==> config.mk <==
export PLATFORM = sky130hd
export DESIGN_NAME = vga_timing_gen
export DESIGN_NICKNAME = d
export VERILOG_FILES = /design/src/rtl/vga_pkg.sv /design/src/rtl/wrap_counter.sv /design/src/rtl/vga_timing_gen.sv
export SDC_FILE = /design/constraint.sdc
export NUM_CORES = 1
export LEC_CHECK = 0
export BUFFER_PORTS_ARGS = -buffer_cell sky130_fd_sc_hd__buf_2
export CAP_MARGIN = 15
export CORE_UTILIZATION = 56
export CTS_CLUSTER_SIZE = 16
export DETAILED_ROUTE_END_ITERATION = 10
export GPL_TIMING_DRIVEN = 0
export HOLD_SLACK_MARGIN = 0.03
export PLACE_DENSITY = 0.87
export SLEW_MARGIN = 20
export SYNTH_ARGS = -nofsm -noshare
export SYNTH_HDL_FRONTEND = slang
export SYNTH_HIERARCHICAL = 1
export SYNTH_SLANG_ARGS = --single-unit
==> constraint.sdc <==
create_clock -name Clk -period 3.4 [get_ports Clk]
set_input_delay 0.68 -clock Clk [delete_from_list [all_inputs] [get_ports Clk]]
set_output_delay 0.68 -clock Clk [all_outputs]
set_load 0.02 [all_outputs]
==> src/rtl/vga_pkg.sv <==
// Shared types and default 640x480@60 Hz timing constants for the VGA raster generator.
package vga_pkg;

  typedef logic [9:0] coord_t;

  localparam int H_VISIBLE = 640;
  localparam int H_FP      = 16;
  localparam int H_SYNC    = 96;
  localparam int H_BP      = 48;
  localparam int V_VISIBLE = 480;
  localparam int V_FP      = 10;
  localparam int V_SYNC    = 2;
  localparam int V_BP      = 33;

  localparam int H_TOTAL = H_VISIBLE + H_FP + H_SYNC + H_BP;
  localparam int V_TOTAL = V_VISIBLE + V_FP + V_SYNC + V_BP;

endpackage

==> src/rtl/wrap_counter.sv <==
// Modulo-N enabled up-counter with a combinational terminal-count strobe.
module wrap_counter
  import vga_pkg::*;
#(
  parameter int N = 800
) (
  input  logic   Clk,
  input  logic   Reset,
  input  logic   en,
  output coord_t count,
  output logic   wrap
);

  assign wrap = en && (int'(count) == N - 1);

  // NOTE: sequential state uses non-blocking assignment so every register
  // in the design samples pre-edge values and updates together.
  always_ff @(posedge Clk) begin
    if (Reset) begin
      count <= '0;
    end else if (en) begin
      count <= wrap ? '0 : count + coord_t'(1);
    end
  end

endmodule

==> src/rtl/vga_timing_gen.sv <==
// VGA raster timing from a 2x pixel clock; outputs are registered from next-state counters.
// Optional macro VGA_PREFETCH_EN adds NextX/NextY (coordinate of the following pixel).
module vga_timing_gen
  import vga_pkg::coord_t;
#(
  parameter int H_VISIBLE = vga_pkg::H_VISIBLE,
  parameter int H_FP      = vga_pkg::H_FP,
  parameter int H_SYNC    = vga_pkg::H_SYNC,
  parameter int H_BP      = vga_pkg::H_BP,
  parameter int V_VISIBLE = vga_pkg::V_VISIBLE,
  parameter int V_FP      = vga_pkg::V_FP,
  parameter int V_SYNC    = vga_pkg::V_SYNC,
  parameter int V_BP      = vga_pkg::V_BP
) (
  input  logic       Clk,
  input  logic       Reset,
  output logic       pix_ce,
  output logic [9:0] DrawX,
  output logic [9:0] DrawY,
  output logic       VGA_HS,
  output logic       VGA_VS,
  output logic       VGA_BLANK_N,
  output logic       VGA_SYNC_N,
  output logic       line_start,
  output logic       frame_start
`ifdef VGA_PREFETCH_EN
  ,
  output logic [9:0] NextX,
  output logic [9:0] NextY
`endif
);

  localparam int H_TOT    = H_VISIBLE + H_FP + H_SYNC + H_BP;
  localparam int V_TOT    = V_VISIBLE + V_FP + V_SYNC + V_BP;
  localparam int HS_START = H_VISIBLE + H_FP;
  localparam int HS_END   = HS_START + H_SYNC;
  localparam int VS_START = V_VISIBLE + V_FP;
  localparam int VS_END   = VS_START + V_SYNC;

  if (H_TOT > 1024 || V_TOT > 1024) begin : g_bad_timing
    $error("vga_timing_gen: H_TOTAL/V_TOTAL exceed 10-bit counter range");
  end

  coord_t hc, vc, h_nxt, v_nxt;
  logic   h_wrap, v_wrap;
  logic   running;
  logic   ls_nxt;

  wrap_counter #(.N(H_TOT)) u_hcnt (
    .Clk   (Clk),
    .Reset (Reset),
    .en    (pix_ce),
    .count (hc),
    .wrap  (h_wrap)
  );

  wrap_counter #(.N(V_TOT)) u_vcnt (
    .Clk   (Clk),
    .Reset (Reset),
    .en    (h_wrap),
    .count (vc),
    .wrap  (v_wrap)
  );

  assign DrawX      = hc;
  assign DrawY      = vc;
  assign VGA_SYNC_N = 1'b0;

  // Mirror of what the counters will hold after this edge, so the decoded
  // strobes register in lockstep with DrawX/DrawY.
  // NOTE: every always_comb output gets a default first; no path leaves a
  // signal unassigned, so no latch is inferred.
  always_comb begin
    h_nxt = hc;
    v_nxt = vc;
    if (pix_ce) h_nxt = h_wrap ? '0 : hc + coord_t'(1);
    if (h_wrap) v_nxt = v_wrap ? '0 : vc + coord_t'(1);
    // First edge out of reset starts line 0 of frame 0.
    ls_nxt = !running || h_wrap;
  end

`ifdef VGA_PREFETCH_EN
  coord_t nx_nxt, ny_nxt;

  always_comb begin
    nx_nxt = h_nxt + coord_t'(1);
    ny_nxt = v_nxt;
    if (int'(h_nxt) == H_TOT - 1) begin
      nx_nxt = '0;
      ny_nxt = (int'(v_nxt) == V_TOT - 1) ? '0 : v_nxt + coord_t'(1);
    end
  end

  always_ff @(posedge Clk) begin
    if (Reset) begin
      NextX <= 10'd1;
      NextY <= 10'd0;
    end else begin
      NextX <= nx_nxt;
      NextY <= ny_nxt;
    end
  end
`endif

  // NOTE: reset is synchronous; nothing here is sampled outside the clock edge.
  always_ff @(posedge Clk) begin
    if (Reset) begin
      running     <= 1'b0;
      pix_ce      <= 1'b0;
      VGA_HS      <= 1'b1;
      VGA_VS      <= 1'b1;
      VGA_BLANK_N <= 1'b0;
      line_start  <= 1'b0;
      frame_start <= 1'b0;
    end else begin
      running     <= 1'b1;
      // Held low on the first edge so pixel (0,0) gets its full two cycles.
      pix_ce      <= running && !pix_ce;
      VGA_HS      <= !(int'(h_nxt) >= HS_START && int'(h_nxt) < HS_END);
      VGA_VS      <= !(int'(v_nxt) >= VS_START && int'(v_nxt) < VS_END);
      VGA_BLANK_N <= (int'(h_nxt) < H_VISIBLE) && (int'(v_nxt) < V_VISIBLE);
      line_start  <= ls_nxt;
      frame_start <= ls_nxt && (v_nxt == '0);
    end
  end

endmodule

# ---- After elaboration in Yosys (flattened, before gate mapping)
# Index checks and enable logic that the tools add are counted.
dict set report op_classes {
  addsub 2
  multipliers 0
  n_div 0
  n_lt_le_gt_ge 6
  eq_ne 2
  shift 0
  muxes 5
  bitwise_logic 0
  n_reduce_logical 13
}
# op count
set ops {}
lappend ops {{two-way mux 10 bit} 4}
lappend ops {{adder 10 x 1 -> 10 bit (second input constant)} 2}
lappend ops {{less-than comparator 10 bit (second input constant)} 2}
lappend ops {{less-than comparator 10 x 9 -> 1 bit (second input constant)} 2}
lappend ops {{equality test 10 bit (second input constant)} 1}
lappend ops {{equality test 10 x 9 -> 1 bit (second input constant)} 1}
lappend ops {{greater-or-equal comparator 10 bit (second input constant)} 1}
lappend ops {{greater-or-equal comparator 10 x 9 -> 1 bit (second input constant)} 1}
lappend ops {{logical NOT 10 bit} 1}
lappend ops {{logical AND 1 bit} 7}
lappend ops {{logical NOT 1 bit} 4}
lappend ops {{logical OR 1 bit} 1}
lappend ops {{two-way mux 1 bit} 1}
dict set report totals {
  regBits 27
  latchBits 0
  ramBits 0
  rom_bits 0
  inputBits 2
  mem_count 0
}

# ---- Logic depth before layout (Yosys ltp)
# Gate-level depths: netlist (run 1).
dict set report depth {
  word_depth 8
  ltp_mapped 12
  ltp_nobuf 11
}

# ---- Hierarchy
# The synthesis (run 1) kept the hierarchy.
# module n_inst cells_each area_per_inst_um2 seq_area_each_um2
set modules_own_cells {}
lappend modules_own_cells {vga_timing_gen 1 97 720.7 140.1}
lappend modules_own_cells {{wrap_counter (u_hcnt)} 1 56 506.7 200.2}
lappend modules_own_cells {{wrap_counter (u_vcnt)} 1 56 503.0 200.2}

# ---- Worst setup path before layout (run 1)
# OpenSTA, ideal clock, no wires.
dict set report synth_path {
  path_kind {reg2reg}
  start {register u_hcnt.count[0]}
  end {register VGA_BLANK_N}
  setup_time_ns 0.096
  arrival_ns 2.541
  required_ns 3.304
  slack_ns 0.763
  path_stages_with_launch 12
  n_path_buf 1
  path_cell_list {dfxtp_1 > ha_1 > nand3_2 > nor3_1 > buf_4 > and3_2 > nand3_1 > inv_1 > nand2_1 > a21boi_2 > and3_1 > nor4b_1}
}
dict set report synth_via {
  elab_chain_cells 7
  elab_cells_between_ends 11
}
# element line_no
set synth_lines {}
lappend synth_lines {{start, declared} wrap_counter.sv:10} ;# output coord_t count,
lappend synth_lines {{start signal, assigned} wrap_counter.sv:22} ;# count <= wrap ? '0 : count + coord_t'(1);
lappend synth_lines {{equality test 10 x 9 -> 1 bit} wrap_counter.sv:14} ;# assign wrap = en && (int'(count) == N - 1);
lappend synth_lines {{logical AND 1 bit} wrap_counter.sv:14}
lappend synth_lines {{net h_wrap} vga_timing_gen.sv:45} ;# logic h_wrap, v_wrap;
lappend synth_lines {{logical AND 1 bit} wrap_counter.sv:14}
lappend synth_lines {{net v_wrap} vga_timing_gen.sv:45}
lappend synth_lines {{two-way mux 10 bit (2 in a row)} vga_timing_gen.sv:77} ;# if (h_wrap) v_nxt = v_wrap ? '0 : vc + coord_t'(1);
lappend synth_lines {{less-than comparator 10 x 9 -> 1 bit} vga_timing_gen.sv:121} ;# VGA_BLANK_N <= (int'(h_nxt) < H_VISIBLE) && (int'(v_nxt) < V_VISIBLE);
lappend synth_lines {{logical AND 1 bit} vga_timing_gen.sv:121}
lappend synth_lines {{end signal, assigned} vga_timing_gen.sv:121}
lappend synth_lines {{end, declared} vga_timing_gen.sv:22} ;# output logic VGA_BLANK_N,
# The timed path passes the listed nets, and every way through them passes these cells.
# A chain may end at the register's enable or synchronous reset.

# ---- Final worst setup path (run 1)
# Ends and elaborated chain as after synthesis.

==> key figures, run 1 <==
STA
  • RSZ-0062 raised after global routing: false
  • Final setup viols: 0
  • Fmax: 331 MHz
  • Setup ws final: approximately 0.37 ns
  • Setup TNS: 0 ns
  • Final worst-path cycle share: 89.0%
  • Final slew viol count: 0
  • Tightest hold margin: between 0.4 and 0.5 ns
  • Final Hold Fails: 0
  • Worst Clk Skew: about 0.008 ns
  • Post-layout min period: 3.03 ns

Status
  • Violated checks: DRC
  • Status: finished with violations

CTS
  • Num CTS Buffers: 3
  • Post-CTS Resized: 0
  • Reg clk slew, reported paths: 0.15 ns
  • CTS Root Cell: clkbuf_4
  • Skew-Pair Late Insertion Delay: between 0.3 and 0.4 ns
  • CTS tree: yes
  • Htree depth: 1
  • Clk sinks: 27
  • Post-CTS Setup Inserts: 0
  • Clock buffer depth: 2
  • Hold buffer count at CTS: 0

Pwr
  • Tot Pwr: 0.500 mW
  • Clk pwr share: 29.3%
  • Pint: 0.377 mW
  • Peak VDD IR: around 0.24 mV
  • Flop pwr share: around 65%
  • Logic pwr share: approximately 5.4%
  • Psw: ~0.12 mW
  • Pwr/cell area: 259 nW/um^2
  • Sw frac: approximately a quarter
  • Static Leak: 0.811 nW

Global route
  • Busiest layer in global routing: met2
  • Gr usage total: 25.2%
  • First-pass GRT wire length: 6.40 mm
  • Initial antenna violation count: 0
  • Vias in the first global route: around 1400
  • Total global routing overflow: 0
  • Grt met1 use: 32.0%
  • Met3 Usage GRT: 4.99%
  • Largest net degree at the start of global routing: 15
  • Global Route met2 Usage: 42.0%

Drt
  • DR iter-0 viols: 77
  • Drt total wl: 3.95 mm
  • Post-route DRC violation count: 2
  • DR pass1 iterations: 7
  • ANT nets after route: 0
  • Vias per inst: 6.25
  • WL per Instance: approximately 15 microns
  • Via Count: 1695

Critical path
  • Critical Path Source: u_hcnt/count[0]
  • Critical path data required time: 3.66 ns
  • Worst path cell trace: ha_1 > nand3_2 > nor3_1 > buf_4 > and3_2 > nand3_1 > inv_1 > nand2_1 > a21boi_2 > and3_1 > nor4b_1
  • Crit path max fanout: 10
  • Crit Path Category: register to register
  • RR Startpoint: u_hcnt/count[0]
  • Arrival time worst endpoint: 3.29 ns
  • Family with the most delay on the worst path: simple AND/OR/NAND/NOR gates
  • CP Capture Type: register
  • Critical Path Slowest Stage Cell: dfxtp_1
  • CP bufs+invs: 2
  • WP depth: 11
  • Crit path largest cell delay: between 0.5 and 0.6 ns
  • Critical Path End: VGA_BLANK_N
  • RR Endpoint: VGA_BLANK_N
  • Crit start category: register
  • Reg2reg path depth: 11
  • FF-to-FF setup slack: approximately 0.37 ns

Logic synthesis
  • Post-Synthesis Cells: about 210
  • Distinct cells, synth: 53
  • Asr flop ratio synth: 0%
  • Area contributors post-synth: dfxtp_1 (31%), nand4_1 (5.8%), xor2_1 (5.1%)
  • Sequential fraction of the synthesis area: 31.2%
  • Synth Warn #: 6
  • Post-synth top area share: a little under a third
  • Top FF cell, synth: dfxtp_1
  • Post-synthesis cell area: about 1700 sq um
  • Syn avg cell area: around 8.3 sq um
  • Post-synth EDFFs: 0
  • Syn_nets: roughly 220
  • Top cell types by occurrence after synthesis: dfxtp_1 (27), nand4_1 (16), a21oi_1 (14), nor2_1 (14)
  • Count leader, synth: dfxtp_1
  • Area leader, netlist: dfxtp_1
  • Number of synthesized register bits: 27

Die
  • Die H: 57.6 microns
  • Core box area: between 2000 and 3000 sq um
  • Ports: 29
  • # rows: 19
  • Die X: about 58 microns
  • DIE AREA: 3320 sq um
  • Initial Util: 60.7%

Final layout
  • FF+latch area: ~540 sq um
  • # fillers: between 200 and 300
  • Nets@finish: between 200 and 250
  • Design area: between 1500 and 2000 sq um
  • Multi-input logic area: ~1100 sq um
  • Area grow syn2layout: 11.6%
  • Layout cell share with drive strength beyond 1: 20.8%
  • Post-route insts no fill: 271
  • ANT cells: 0
  • Final Util: between 60 and 70%

Placement
  • Setup WS pre-CTS: 0.461 ns
  • Input/output buffers: 27
  • Placed Cells: 267
  • Final HPWL DP: 2.81 mm
  • Cell area after placement: 1900 sq um
  • GPL Wtd Cong: 0.824

Worst hold path
  • Min-Delay Path Class: register to register

Flow run
  • Max_cap viols: 0
==> layout make-up <==
cell class,count,area share [%]
clock buffer,4,1.36
timing repair buffer,27,7.00
buffer,4,1.43
inverter,10,1.94
tap,31,2.01
multi-input combinational,168,58.3
sequential,27,28.0
==> logic make-up after synthesis <==
kind of cell / Yosys count / share of synthesized area, %
flops: 27 / 31.2
other cells: 1 / 0.217
fa+ha+maj: 5 / 3.62
xor+xnor: 14 / 7.09
buf+inv: 14 / 3.76
mux: 1 / 0.578
compound gates: 45 / 18.2
simple gates: 102 / 35.4
==> worst min-delay path by stage <==
stage,startpoint,to,slack (ns),cells past startpoint
detailed placement,running,line_start,0.45,1
CTS,running,line_start,0.47,1
floorplan,running,line_start,0.41,1
global route,running,line_start,0.51,1
finish,running,line_start,0.48,1
global placement,running,line_start,0.45,1
==> state kept, by name, summed over array words and instances, names as in the netlist <==
register      count
VGA_VS            1
VGA_HS            1
u_vcnt/count     10
line_start        1
u_hcnt/count     10
VGA_BLANK_N       1
running           1
frame_start       1
pix_ce            1
==> power by group through the flow <==
stage	registers, mW	clock network (mW)	logic [mW]
CTS	0.326	0.147	0.0270
floorplan	0.336	0	0.0136
global placement	0.333	0	0.0265
detailed placement	0.333	0	0.0268
global route	0.327	0.158	0.0292
finish	0.326	0.147	0.0270
==> per-layer routing <==
layer  part of all wire [%]  routed length (microns)
met4                    1.4                       55
met5                      0                        0
met1                     47                     1840
met3                    4.4                      174
met2                     48                     1880
==> cell usage in the layout (no fill, tap or decap), types with 2 or more instances in the layout <==
cell / instances
nor4_1: 2
a21oi_1: 14
o41ai_1: 2
buf_4: 3
o311ai_1: 3
xor2_1: 10
nor3b_1: 3
nand3_2: 3
nor2_1: 14
dfxtp_1: 27
nand4_1: 16
o211ai_1: 2
nand2_1: 13
clkbuf_4: 3
a21o_1: 3
nand3_1: 13
xnor2_1: 4
o21ai_0: 8
nand2b_1: 6
buf_2: 28
and3_2: 2
ha_1: 5
inv_1: 10
nor3_1: 8
and3_1: 5
or3_1: 4
(Power assumes the default switching activity.)
==> run 2: changes to the inputs <==
--- a/config.mk
+++ b/config.mk
@@ -7,12 +7,13 @@
 export LEC_CHECK = 0
 export BUFFER_PORTS_ARGS = -buffer_cell sky130_fd_sc_hd__buf_2
 export CAP_MARGIN = 15
-export CORE_UTILIZATION = 56
+export CORE_ASPECT_RATIO = 2
+export CORE_UTILIZATION = 50
 export CTS_CLUSTER_SIZE = 16
 export DETAILED_ROUTE_END_ITERATION = 10
 export GPL_TIMING_DRIVEN = 0
 export HOLD_SLACK_MARGIN = 0.03
-export PLACE_DENSITY = 0.87
+export PLACE_DENSITY = 0.8
 export SLEW_MARGIN = 20
 export SYNTH_ARGS = -nofsm -noshare
 export SYNTH_HDL_FRONTEND = slang
==> key figures, run 2 (synthesized netlist as in run 1, its figures left out) <==
Final layout
  • ANT cells: 0 (unchanged)
  • Biggest regs: u_hcnt/count: 10 flops, u_vcnt/count: 10 flops (unchanged)
  • Post-route insts no fill: 271 (unchanged)
  • Area grow syn2layout: 13.2% (was 11.6%)
  • Nets@finish: 248 (unchanged)
  • Most common cell after layout, fill and taps aside: buf_2 (unchanged)
  • Layout cell share with drive strength beyond 1: 21.7% (was 20.8%)
  • Most frequent cells in the layout: buf_2 (28), dfxtp_1 (27), nand4_1 (16), a21oi_1 (14), nor2_1 (14) (unchanged)

Critical path
  • Critical Path Source: u_hcnt/count[0] (unchanged)
  • Critical path data required time: 3.55 ns (was 3.66 ns)
  • RR Startpoint: u_hcnt/count[0] (unchanged)
  • CP Capture Type: register (unchanged)
  • Crit start category: register (unchanged)
  • Crit Path Category: register to register (unchanged)
  • Worst path cell trace: ha_1 > nand3_2 > nor3_2 > buf_4 > and3_2 > nand3_1 > inv_1 > nand2_1 > o311ai_0 > o41ai_1 > a21oi_1 > nand4_1 (was ha_1 > nand3_2 > nor3_1 > buf_4 > and3_2 > nand3_1 > inv_1 > nand2_1 > a21boi_2 > and3_1 > nor4b_1)
  • Crit path max fanout: 10 (unchanged)
  • Critical Path Slowest Stage Cell: dfxtp_1 (unchanged)
  • FF-to-FF setup slack: 0.47 ns (was 0.37 ns)
  • Crit path largest cell delay: 0.54 ns (was 0.58 ns)
  • Arrival time worst endpoint: 3.09 ns (was 3.29 ns)

Drt
  • DR pass1 iterations: 7 (unchanged)
  • WL per Instance: 15.2 microns (was 14.6 microns)
  • ANT nets after route: 0 (unchanged)
  • Vias per inst: 6.41 (was 6.25)
  • Drt total wl: 4.12 mm (was 3.95 mm)
  • Via Count: 1737 (was 1695)
  • Post-route DRC violation count: 3 (was 2)
  • DR iter-0 viols: 39 (was 77)

Global route
  • Gr usage total: 24.9% (was 25.2%)
  • First-pass GRT wire length: 7.20 mm (was 6.40 mm)
  • Largest net degree at the start of global routing: 17 (was 15)
  • Initial antenna violation count: 0 (unchanged)
  • Total global routing overflow: 0 (unchanged)
  • Vias in the first global route: 1621 (was 1426)

STA
  • Rel. slew slack: 64.0%
  • Final Hold Fails: 0 (unchanged)
  • Post-layout min period: 2.93 ns (was 3.03 ns)
  • Fmax: 341 MHz (was 331 MHz)
  • Worst Clk Skew: 0.00976 ns (was 0.00799 ns)
  • Final worst-path cycle share: 86.3% (was 89.0%)
  • RSZ-0062 raised after global routing: false (unchanged)
  • Final setup viols: 0 (unchanged)
  • Tightest hold margin: 0.508 ns (was 0.475 ns)
  • Setup TNS: 0 ns (unchanged)
  • Slew at the pin closest to its max-slew limit: 0.533 ns
  • Final slew viol count: 0 (unchanged)

Worst hold path
  • HP Start: running (unchanged)
  • Min-Delay Path Class: register to register (unchanged)

Pwr
  • Pwr/cell area: 276 nW/um^2 (was 259 nW/um^2)
  • Peak VDD IR: 0.213 mV (was 0.241 mV)
  • Static Leak: 0.818 nW (was 0.811 nW)

Die
  • Ports: 29 (unchanged)
  • Initial Util: 53.6% (was 60.7%)
  • Die X: 43.6 microns (was 57.6 microns)
  • Core box area: 3230 sq um (was 2850 sq um)
  • Die H: 85.2 microns (was 57.6 microns)
  • # rows: 29 (was 19)
  • DIE AREA: 3710 sq um (was 3320 sq um)

Status
  • Status: finished with violations (unchanged)
  • Violated checks: DRC (unchanged)

CTS
  • CTS tree: yes (unchanged)
  • Clk sinks: 27 (unchanged)
  • Reg clk slew, reported paths: 0.10 ns (was 0.15 ns)
  • Htree depth: 1 (unchanged)
  • Clock buffer depth: 2 (unchanged)
  • CTS Root Cell: clkbuf_8 (was clkbuf_4)
  • Post-CTS Setup Inserts: 0 (unchanged)
  • Num CTS Buffers: 3 (unchanged)
  • Skew-Pair Late Insertion Delay: 0.28 ns (was 0.34 ns)

Placement
  • GPL Wtd Cong: 0.864 (was 0.824)
  • Placed Cells: 267 (unchanged)
  • Final HPWL DP: 3.00 mm (was 2.81 mm)
  • Input/output buffers: 27 (unchanged)

Flow run
  • Max_cap viols: 0 (unchanged)
==> run 2: cell count changes in the layout (fill, tap and decap cells not counted) <==
cell | previous run | this run
nor3_2 | 0 | 1
clkbuf_1 | 1 | 0
nor3_1 | 8 | 7
clkinvlp_4 | 0 | 1
clkbuf_4 | 3 | 0
clkbuf_8 | 0 | 3
==> run 2: path summary, 6_finish.rpt <==
kind            end  depth (start not counted)
max          VGA_VS                         12
min          pix_ce                          1
max reg2reg  VGA_VS                         12
min reg2reg  pix_ce                          1
==> run 2: layer usage <==
layer / vias up / track usage, % / wire length (microns)
met5: - / 0 / 0
met3: 13 / 4.26 / 157
met1: 821 / 27.2 / 1630
met4: 0 / 14.5 / 111
li1: 844 / - / -
met2: 59 / 42.9 / 2220
==> run 2: through the flow <==
stage / area, sq um / utilization (%) / worst slack, ns / power, mW
after floorplan: 1730 / - / 0.763 / 0.350
after global placement: 1900 / 59.0 / 0.427 / 0.360
after detailed placement: 1900 / 59.0 / 0.418 / 0.360
after CTS: 1950 / 60.5 / 0.389 / 0.546
after global routing: 1960 / 60.6 / 0.129 / 0.563
final: 1960 / 60.6 / 0.465 / 0.540
==> run 2: critical path, delay by kind of cell, from the launching register on <==
family,cells,cell delay (ns)
buffers and inverters,2,0.38
flip-flops,1,0.54
AO/OA/AOI/OAI,3,0.49
AND/OR/NAND/NOR,6,1.09
adder cells (fa/ha/maj),1,0.30
==> run 2: final cells by class <==
| cell class | count | area [sq um] |
|---|---|---|
| repair buffers | 27 | 135 |
| fillers | 301 | 1270 |
| clock inverters | 1 | 7.51 |
| inverters | 10 | 37.5 |
| plain buffers | 4 | 27.5 |
| multi-input cells | 168 | 1130 |
| well taps | 31 | 38.8 |
| clock buffers | 3 | 41.3 |
| flip-flops and latches | 27 | 541 |
==> run 2: timing repair <==
action	CTS	global route
endpoints found under the setup margin	0	2
resized for setup	0	1
hold buffers	0	0
endpoints found under the hold margin	0	0
==> run 2: report_power, final <==
group	switching, mW	total (mW)	internal, mW
sequential	0.00545	0.326	0.320
combinational	0.0175	0.0270	0.00952
clock	0.104	0.187	0.0833
